===== src/rtl/amm_burst_master_if.sv =====
// rtl/amm_burst_master_if.sv - Avalon-MM bus bundle between the burst master and the memory under test
interface amm_burst_master_if #(
  parameter int ADDR_W  = 32,
  parameter int DATA_W  = 32,
  parameter int BURST_W = 11
);
  logic [ADDR_W-1:0]   address;
  logic                read;
  logic                write;
  logic [DATA_W/8-1:0] byteenable;
  logic [BURST_W-1:0]  burstcount;
  logic [DATA_W-1:0]   writedata;
  logic [DATA_W-1:0]   readdata;
  logic                readdatavalid;
  logic                waitrequest;

  modport master (
    output address, read, write, byteenable, burstcount, writedata,
    input  readdata, readdatavalid, waitrequest
  );

  modport slave (
    input  address, read, write, byteenable, burstcount, writedata,
    output readdata, readdatavalid, waitrequest
  );
endinterface


===== src/rtl/amm_burst_master.sv =====
// rtl/amm_burst_master.sv - Command-driven Avalon-MM burst master
// Splits each read/write command into bursts of at most MAX_BURST words.
module amm_burst_master #(
  parameter int ADDR_W  = 32,
  parameter int DATA_W  = 32,
  parameter int BURST_W = 11,
  parameter int LEN_W   = 16
) (
  input  logic                clk,
  input  logic                rst_n,
  input  logic                cmd_valid,
  output logic                cmd_ready,
  input  logic                cmd_op,
  input  logic [ADDR_W-1:0]   cmd_addr,
  input  logic [LEN_W-1:0]    cmd_words,
  output logic                cmd_done,
  input  logic                wr_valid,
  input  logic [DATA_W-1:0]   wr_data,
  output logic                wr_ready,
  output logic                rd_valid,
  output logic [DATA_W-1:0]   rd_data,
  amm_burst_master_if.master  amm
);
  localparam int BYTES     = DATA_W / 8;
  localparam int MAX_BURST = 2 ** (BURST_W - 1);
  localparam int CMP_W     = (LEN_W > BURST_W) ? LEN_W : BURST_W;

  typedef enum logic [2:0] {
    IDLE,
    WR_BURST,
    RD_REQ,
    RD_WAIT,
    DONE
  } state_t;

  state_t              state, state_d;
  logic [ADDR_W-1:0]   addr, addr_d;
  logic [LEN_W-1:0]    remaining, remaining_d;
  logic [BURST_W-1:0]  len, len_d;
  logic [BURST_W-1:0]  beat, beat_d;

  logic                wr_beat;
  logic                rd_beat;
  logic                last_beat;
  logic [LEN_W-1:0]    rem_after;
  logic [ADDR_W-1:0]   addr_after;

  function automatic logic [BURST_W-1:0] burst_len(input logic [LEN_W-1:0] rem);
    if (CMP_W'(rem) > CMP_W'(MAX_BURST)) begin
      return BURST_W'(MAX_BURST);
    end
    return BURST_W'(rem);
  endfunction

  assign wr_beat    = (state == WR_BURST) && wr_valid && !amm.waitrequest;
  assign rd_beat    = (state == RD_WAIT) && amm.readdatavalid;
  assign last_beat  = (beat == len - 1'b1);
  assign rem_after  = remaining - LEN_W'(len);
  // Byte address advances by a whole burst; wraps silently at 2**ADDR_W.
  assign addr_after = addr + ADDR_W'(len) * ADDR_W'(BYTES);

  always_ff @(posedge clk or negedge rst_n) begin
    if (!rst_n) begin
      state <= IDLE;
    end else begin
      state <= state_d;
    end
  end

  always_comb begin
    state_d          = state;
    addr_d           = addr;
    remaining_d      = remaining;
    len_d            = len;
    beat_d           = beat;
    cmd_ready        = 1'b0;
    cmd_done         = 1'b0;
    wr_ready         = 1'b0;
    amm.address      = '0;
    amm.read         = 1'b0;
    amm.write        = 1'b0;
    amm.byteenable   = '0;
    amm.burstcount   = '0;
    amm.writedata    = '0;

    case (state)
      IDLE: begin
        cmd_ready = 1'b1;
        if (cmd_valid) begin
          addr_d      = cmd_addr;
          remaining_d = cmd_words;
          len_d       = burst_len(cmd_words);
          beat_d      = '0;
          if (cmd_words == '0) begin
            state_d = DONE;
          end else if (cmd_op) begin
            state_d = RD_REQ;
          end else begin
            state_d = WR_BURST;
          end
        end
      end
      WR_BURST: begin
        // Address and burstcount stay put across wr_valid gaps and waitrequest stalls.
        amm.address    = addr;
        amm.burstcount = len;
        amm.write      = wr_valid;
        amm.writedata  = wr_data;
        amm.byteenable = wr_valid ? '1 : '0;
        wr_ready       = wr_beat;
      end
      RD_REQ: begin
        amm.address    = addr;
        amm.burstcount = len;
        amm.read       = 1'b1;
        if (!amm.waitrequest) begin
          state_d = RD_WAIT;
        end
      end
      RD_WAIT: begin
      end
      DONE: begin
        cmd_done = 1'b1;
        state_d  = IDLE;
      end
      default: begin
        state_d = IDLE;
      end
    endcase

    // Shared end-of-burst bookkeeping for both directions.
    if (wr_beat || rd_beat) begin
      if (last_beat) begin
        beat_d      = '0;
        remaining_d = rem_after;
        addr_d      = addr_after;
        len_d       = burst_len(rem_after);
        if (rem_after == '0) begin
          state_d = DONE;
        end else if (state == WR_BURST) begin
          state_d = WR_BURST;
        end else begin
          state_d = RD_REQ;
        end
      end else begin
        beat_d = beat + 1'b1;
      end
    end
  end

  always_ff @(posedge clk or negedge rst_n) begin
    if (!rst_n) begin
      addr      <= '0;
      remaining <= '0;
      len       <= '0;
      beat      <= '0;
    end else begin
      addr      <= addr_d;
      remaining <= remaining_d;
      len       <= len_d;
      beat      <= beat_d;
    end
  end

  always_ff @(posedge clk or negedge rst_n) begin
    if (!rst_n) begin
      rd_valid <= 1'b0;
      rd_data  <= '0;
    end else begin
      rd_valid <= rd_beat;
      if (rd_beat) begin
        rd_data <= amm.readdata;
      end
    end
  end
endmodule


===== src/flat_wrapper.sv =====
// flat-port wrapper written by rule: the top's interface ports become plain ports
module amm_burst_master_flat 
#(
  parameter int ADDR_W  = 32,
  parameter int DATA_W  = 32,
  parameter int BURST_W = 11,
  parameter int LEN_W   = 16
)
  (clk, rst_n, cmd_valid, cmd_ready, cmd_op, cmd_addr, cmd_words, cmd_done, wr_valid, wr_data, wr_ready, rd_valid, rd_data, amm_address, amm_read, amm_write, amm_byteenable, amm_burstcount, amm_writedata, amm_readdata, amm_readdatavalid, amm_waitrequest);
  amm_burst_master_if #(.ADDR_W(ADDR_W), .DATA_W(DATA_W), .BURST_W(BURST_W)) amm_i ();
  input  logic clk;
  input  logic rst_n;
  input  logic cmd_valid;
  output logic cmd_ready;
  input  logic cmd_op;
  input  logic [ADDR_W-1:0] cmd_addr;
  input  logic [LEN_W-1:0] cmd_words;
  output logic cmd_done;
  input  logic wr_valid;
  input  logic [DATA_W-1:0] wr_data;
  output logic wr_ready;
  output logic rd_valid;
  output logic [DATA_W-1:0] rd_data;
  output wire logic [$bits(amm_i.address)-1:0] amm_address;
  output wire logic [$bits(amm_i.read)-1:0] amm_read;
  output wire logic [$bits(amm_i.write)-1:0] amm_write;
  output wire logic [$bits(amm_i.byteenable)-1:0] amm_byteenable;
  output wire logic [$bits(amm_i.burstcount)-1:0] amm_burstcount;
  output wire logic [$bits(amm_i.writedata)-1:0] amm_writedata;
  input wire logic [$bits(amm_i.readdata)-1:0] amm_readdata;
  input wire logic [$bits(amm_i.readdatavalid)-1:0] amm_readdatavalid;
  input wire logic [$bits(amm_i.waitrequest)-1:0] amm_waitrequest;
  assign amm_address = amm_i.address;
  assign amm_read = amm_i.read;
  assign amm_write = amm_i.write;
  assign amm_byteenable = amm_i.byteenable;
  assign amm_burstcount = amm_i.burstcount;
  assign amm_writedata = amm_i.writedata;
  assign amm_i.readdata = amm_readdata;
  assign amm_i.readdatavalid = amm_readdatavalid;
  assign amm_i.waitrequest = amm_waitrequest;
  amm_burst_master #(.ADDR_W(ADDR_W), .DATA_W(DATA_W), .BURST_W(BURST_W), .LEN_W(LEN_W)) u_core (.clk(clk), .rst_n(rst_n), .cmd_valid(cmd_valid), .cmd_ready(cmd_ready), .cmd_op(cmd_op), .cmd_addr(cmd_addr), .cmd_words(cmd_words), .cmd_done(cmd_done), .wr_valid(wr_valid), .wr_data(wr_data), .wr_ready(wr_ready), .rd_valid(rd_valid), .rd_data(rd_data), .amm(amm_i));
endmodule

===== config.mk =====
export PLATFORM = sky130hd
export DESIGN_NAME = amm_burst_master_flat
export DESIGN_NICKNAME = d
export VERILOG_FILES = /design/src/rtl/amm_burst_master_if.sv /design/src/rtl/amm_burst_master.sv /design/src/flat_wrapper.sv
export SDC_FILE = /design/constraint.sdc
export NUM_CORES = 1
export LEC_CHECK = 0
export ABC_AREA = 1
export CAP_MARGIN = 10
export CORE_MARGIN = 3
export CORE_UTILIZATION = 49
export CTS_BUF_LIST = sky130_fd_sc_hd__clkbuf_2 sky130_fd_sc_hd__clkbuf_4 sky130_fd_sc_hd__clkbuf_8
export CTS_CLUSTER_DIAMETER = 80
export CTS_CLUSTER_SIZE = 30
export DETAILED_ROUTE_END_ITERATION = 12
export PLACE_DENSITY_LB_ADDON = 0.05
export SYNTH_ARGS = -nofsm -noshare
export SYNTH_HDL_FRONTEND = slang
export SYNTH_SLANG_ARGS = --single-unit

===== constraint.sdc =====
create_clock -name clk -period 3.4 [get_ports clk]
set_clock_uncertainty 0.2 [all_clocks]
set_input_delay 0.34 -clock clk [delete_from_list [all_inputs] [get_ports clk]]
set_output_delay 0.34 -clock clk [all_outputs]
set_load 0.01 [all_outputs]

==> parameters.txt <==
Parameter                              Value

Floorplanning
  Top-Level Pins ... 236
  Number of cell rows ... 45
  Die Width ... 133 microns
  Die Area ... 17,600 sq um
  Initial core utilization ... 50.9%
  Die height ... 133 microns
  Core area ... 15,500 sq um

Routing
  Routed length on met2 ... 11.6 mm
  Drt first-iter violations ... 548
  DR vias/cell ... 5.01
  Count of vias placed by the detailed router ... 8,382
  Final Routed Wirelength ... 24.4 mm
  Detail Route Antenna Nets ... 0
  Uppermost metal layer occupied by signal nets ... met4
  Final routed DRC violation total ... 0
  Number of detailed-route iterations in the first pass ... 5
  Met3 layer wire length in the routed design ... 1.89 mm
  Per-cell routed wire length ... 14.6 microns
  Total routed wire length on the met1 layer ... 10.6 mm

Setup path
  Endpoint kind of the worst setup timing path ... primary output
  End point of the critical path ... amm_burstcount[9]
  Type of element launching the critical path ... register
  Capturing point of the worst reg2reg path ... u_core.len[10]$_DFF_PN0_
  Setup slack on the worst flop-to-flop path ... 0.36 ns
  Required time worst endpoint ... 2.86 ns
  Number of cells on the worst reg-to-reg path ... 15
  Crit. Startpoint ... u_core.state[1]$_DFF_PN0_
  Critical setup path kind ... reg2out
  Critical Path AT ... 2.60 ns
  Critical path fanouts, max ... 34
  Critical register-to-register path startpoint ... u_core.len[0]$_DFF_PN0_

GRT
  GR Overflow Total ... 0
  Number of global-route vias before repair ... 8,111
  Global-route wire length before repair ... 40.4 mm
  Maximum number of pins on one net before global-route repair ... 72
  Number of antenna violations at the first check in global routing ... 0
  Total routing usage reported by global routing ... 27.8%

Logic synthesis
  Share of the yosys chip area belonging to registers ... 33.6%
  Post-synth top flop ... sky130_fd_sc_hd__dfrtp_1
  Synth top cells by count ... 423 x sky130_fd_sc_hd__nand2_1, 176 x sky130_fd_sc_hd__inv_1, 148 x sky130_fd_sc_hd__nor2_1
  Number of synthesized flops with an enable pin ... 0
  Most used standard cell by instance count after synthesis ... sky130_fd_sc_hd__nand2_1
  Number of nets produced by synthesis ... 1,390
  Flip-flop and latch count after synthesis ... 106
  Synthesized cell area ... 7880 sq um
  Syn_area_per_cell ... 6.33 sq um
  Biggest area contributors in the synthesized netlist ... sky130_fd_sc_hd__dfrtp_1 34%, sky130_fd_sc_hd__nand2_1 20%, sky130_fd_sc_hd__inv_1 8.4%
  Post-Synthesis Cells ... 1,245
  Portion of synthesized cell area occupied by the leading cell type ... 33.6%
  Async SR Flop Fraction ... 100%
  Count of different cell masters after synthesis ... 38
  Biggest area consumer among synthesized cells ... sky130_fd_sc_hd__dfrtp_1
  Ys Warns ... 0

Final layout
  Count of filler cells inserted in the layout ... 1,332
  Synth-to-layout area growth ... 34.5%
  Number of nets at the end of the flow ... 1,603
  Number of diodes added for antenna fixing ... 0
  Ratio of cells with drive above 1 in the final layout ... 3.76%

Place
  Sum of net half-perimeters after detailed placement ... 18.8 mm
  I/O Buffers ... 235
  Placer's final routability congestion estimate ... 0.912
  Dpl ws ... 0.411 ns

Flow run
  Max-cap violations ... 0

Power
  Power per cell area ... 501 nW/um^2
  Lkg Pwr ... 5.30 nW
  Peak supply drop ... 422 uV

Clock tree
  Clk sinks ... 106
  CTS max path bufs ... 2
  H-tree Lvls ... 3
  Clock latency of the later-clocked register in the worst-skew pair ... 0.41 ns
  Post-CTS Setup Repair Bufs ... 0
  CTS buffer count ... 9
  CTS root buf ... sky130_fd_sc_hd__clkbuf_8
  Clock Pin Slew Worst Setup and Hold Paths ... 0.12 ns
  TritonCTS clock tree ... done

Timing
  Minimum clock period after layout ... 3.14 ns
  Setup repair after global routing missed its margin ... false
  Final-report setup violation count ... 0
  Actual transition at the worst max-transition pin ... 0.968 ns
  Slew margin rel. ... 35.5%
  Highest achievable clock rate ... 318 MHz
  Fraction of the cycle the final worst path needs ... 92.4%
  Slew Viols, Final ... 0
  Final Hold Fails ... 0
  Setup WS post-layout ... 0.259 ns
  Sum of negative setup slack ... 0 ns

Status
  Result of the run ... completed

Worst hold path
  Hold Crit Class ... in2reg
==> logic make-up after synthesis <==
family | Yosys count | synth area share [%]
buffers and inverters | 233 | 11.9
AO/OA/AOI/OAI | 135 | 9.19
AND/OR/NAND/NOR | 714 | 37.4
XOR/XNOR | 31 | 3.54
adder cells (fa/ha/maj) | 26 | 4.32
flip-flops | 106 | 33.6
==> sequential cells by signal (all words and copies together) (netlist names) <==
name	cells
u_core.addr	32
u_core.rd_data	32
u_core.remaining	16
u_core.beat	11
u_core.len	11
u_core.state	3
u_core.rd_valid	1
==> critical path: stages, from the launching register on <==
cell	delay, ns
sky130_fd_sc_hd__dfrtp_1	0.46
sky130_fd_sc_hd__inv_1	0.09
sky130_fd_sc_hd__nor3_1	0.24
sky130_fd_sc_hd__inv_1	0.09
sky130_fd_sc_hd__nand2_1	0.12
sky130_fd_sc_hd__clkinvlp_4	0.24
sky130_fd_sc_hd__buf_12	0.25
sky130_fd_sc_hd__nor2_1	0.13
sky130_fd_sc_hd__clkdlybuf4s50_1	0.56
==> final cells by class <==
type / count / area, sq um / share of cell area [%]
clock inverter: 7 / 71.3 / 0.673
multi-input combinational: 906 / 4300 / 40.5
sequential: 106 / 2650 / 25.0
inverter: 188 / 714 / 6.74
timing repair buffer: 247 / 2480 / 23.4
clock buffer: 9 / 124 / 1.17
tap: 211 / 264 / 2.49
==> what timing repair did <==
| action | 4_1_cts | 5_1_grt |
|---|---|---|
| hold buffers | 1 | 0 |
| resized for setup | 0 | 1 |
| setup endpoints to repair | 0 | 4 |
| endpoints found under the hold margin | 68 | 0 |
==> where the power goes <==
group / internal (mW) / switching, mW
Clock: 0.289 / 0.520
Sequential: 1.56 / 0.252
Combinational: 1.27 / 1.43
==> layout by cell type (no fill, tap or decap), drive strengths merged <==
master,synthesis,routed
nand2,424,424
nand3b,4,4
nor2,155,155
nand3,80,80
clkbuf,24,9
and3,2,2
buf,21,12
dlygate4sd3,0,1
dfrtp,106,106
o211ai,14,14
or2,3,3
inv,186,190
clkdlybuf4s50,0,234
fa,2,2
nor3,18,18
a21oi,20,20
ha,24,24
a31oi,1,1
o21ai,90,90
clkinvlp,0,1
xnor2,6,6
nor4,4,4
xor2,25,25
clkinv,2,4
o22ai,10,10
nor3b,1,1
and2,4,4
nand4,19,19
==> per-stage QoR <==
stage	cells	instance area, sq um	total power, mW	hold WS [ns]	util, %
floorplan	1245	7880	3.29	-0.156	-
CTS	1674	10600	5.33	0.230	68.4
global route	1674	10600	5.73	0.233	68.5
finish	1674	10600	5.31	0.242	68.5
global placement	1657	10400	4.49	0.261	67.1
detailed placement	1657	10400	4.50	0.265	67.1
==> per-layer routing <==
layer / up-vias / GRT usage [%]
li1: 4293 / -
met2: 306 / 45.8
met5: - / 0
met3: 27 / 7.38
met1: 3756 / 36.7
met4: 0 / 6.29
==> worst min path at each step <==
stage	start	endpoint	slack [ns]	cells past startpoint
after detailed placement	u_core.rd_data[29]$_DFFE_PN0P_	u_core.rd_data[29]$_DFFE_PN0P_	0.27	2
after CTS	amm_readdata[6]	u_core.rd_data[6]$_DFFE_PN0P_	0.23	3
after global routing	amm_readdata[20]	u_core.rd_data[20]$_DFFE_PN0P_	0.23	3
after floorplan	rst_n	u_core.addr[0]$_DFFE_PN0P_	-0.16	0
final	amm_readdata[12]	u_core.rd_data[12]$_DFFE_PN0P_	0.24	3
after global placement	u_core.rd_data[9]$_DFFE_PN0P_	u_core.rd_data[9]$_DFFE_PN0P_	0.26	2
Note: power is estimated with default switching activity, not from simulation.
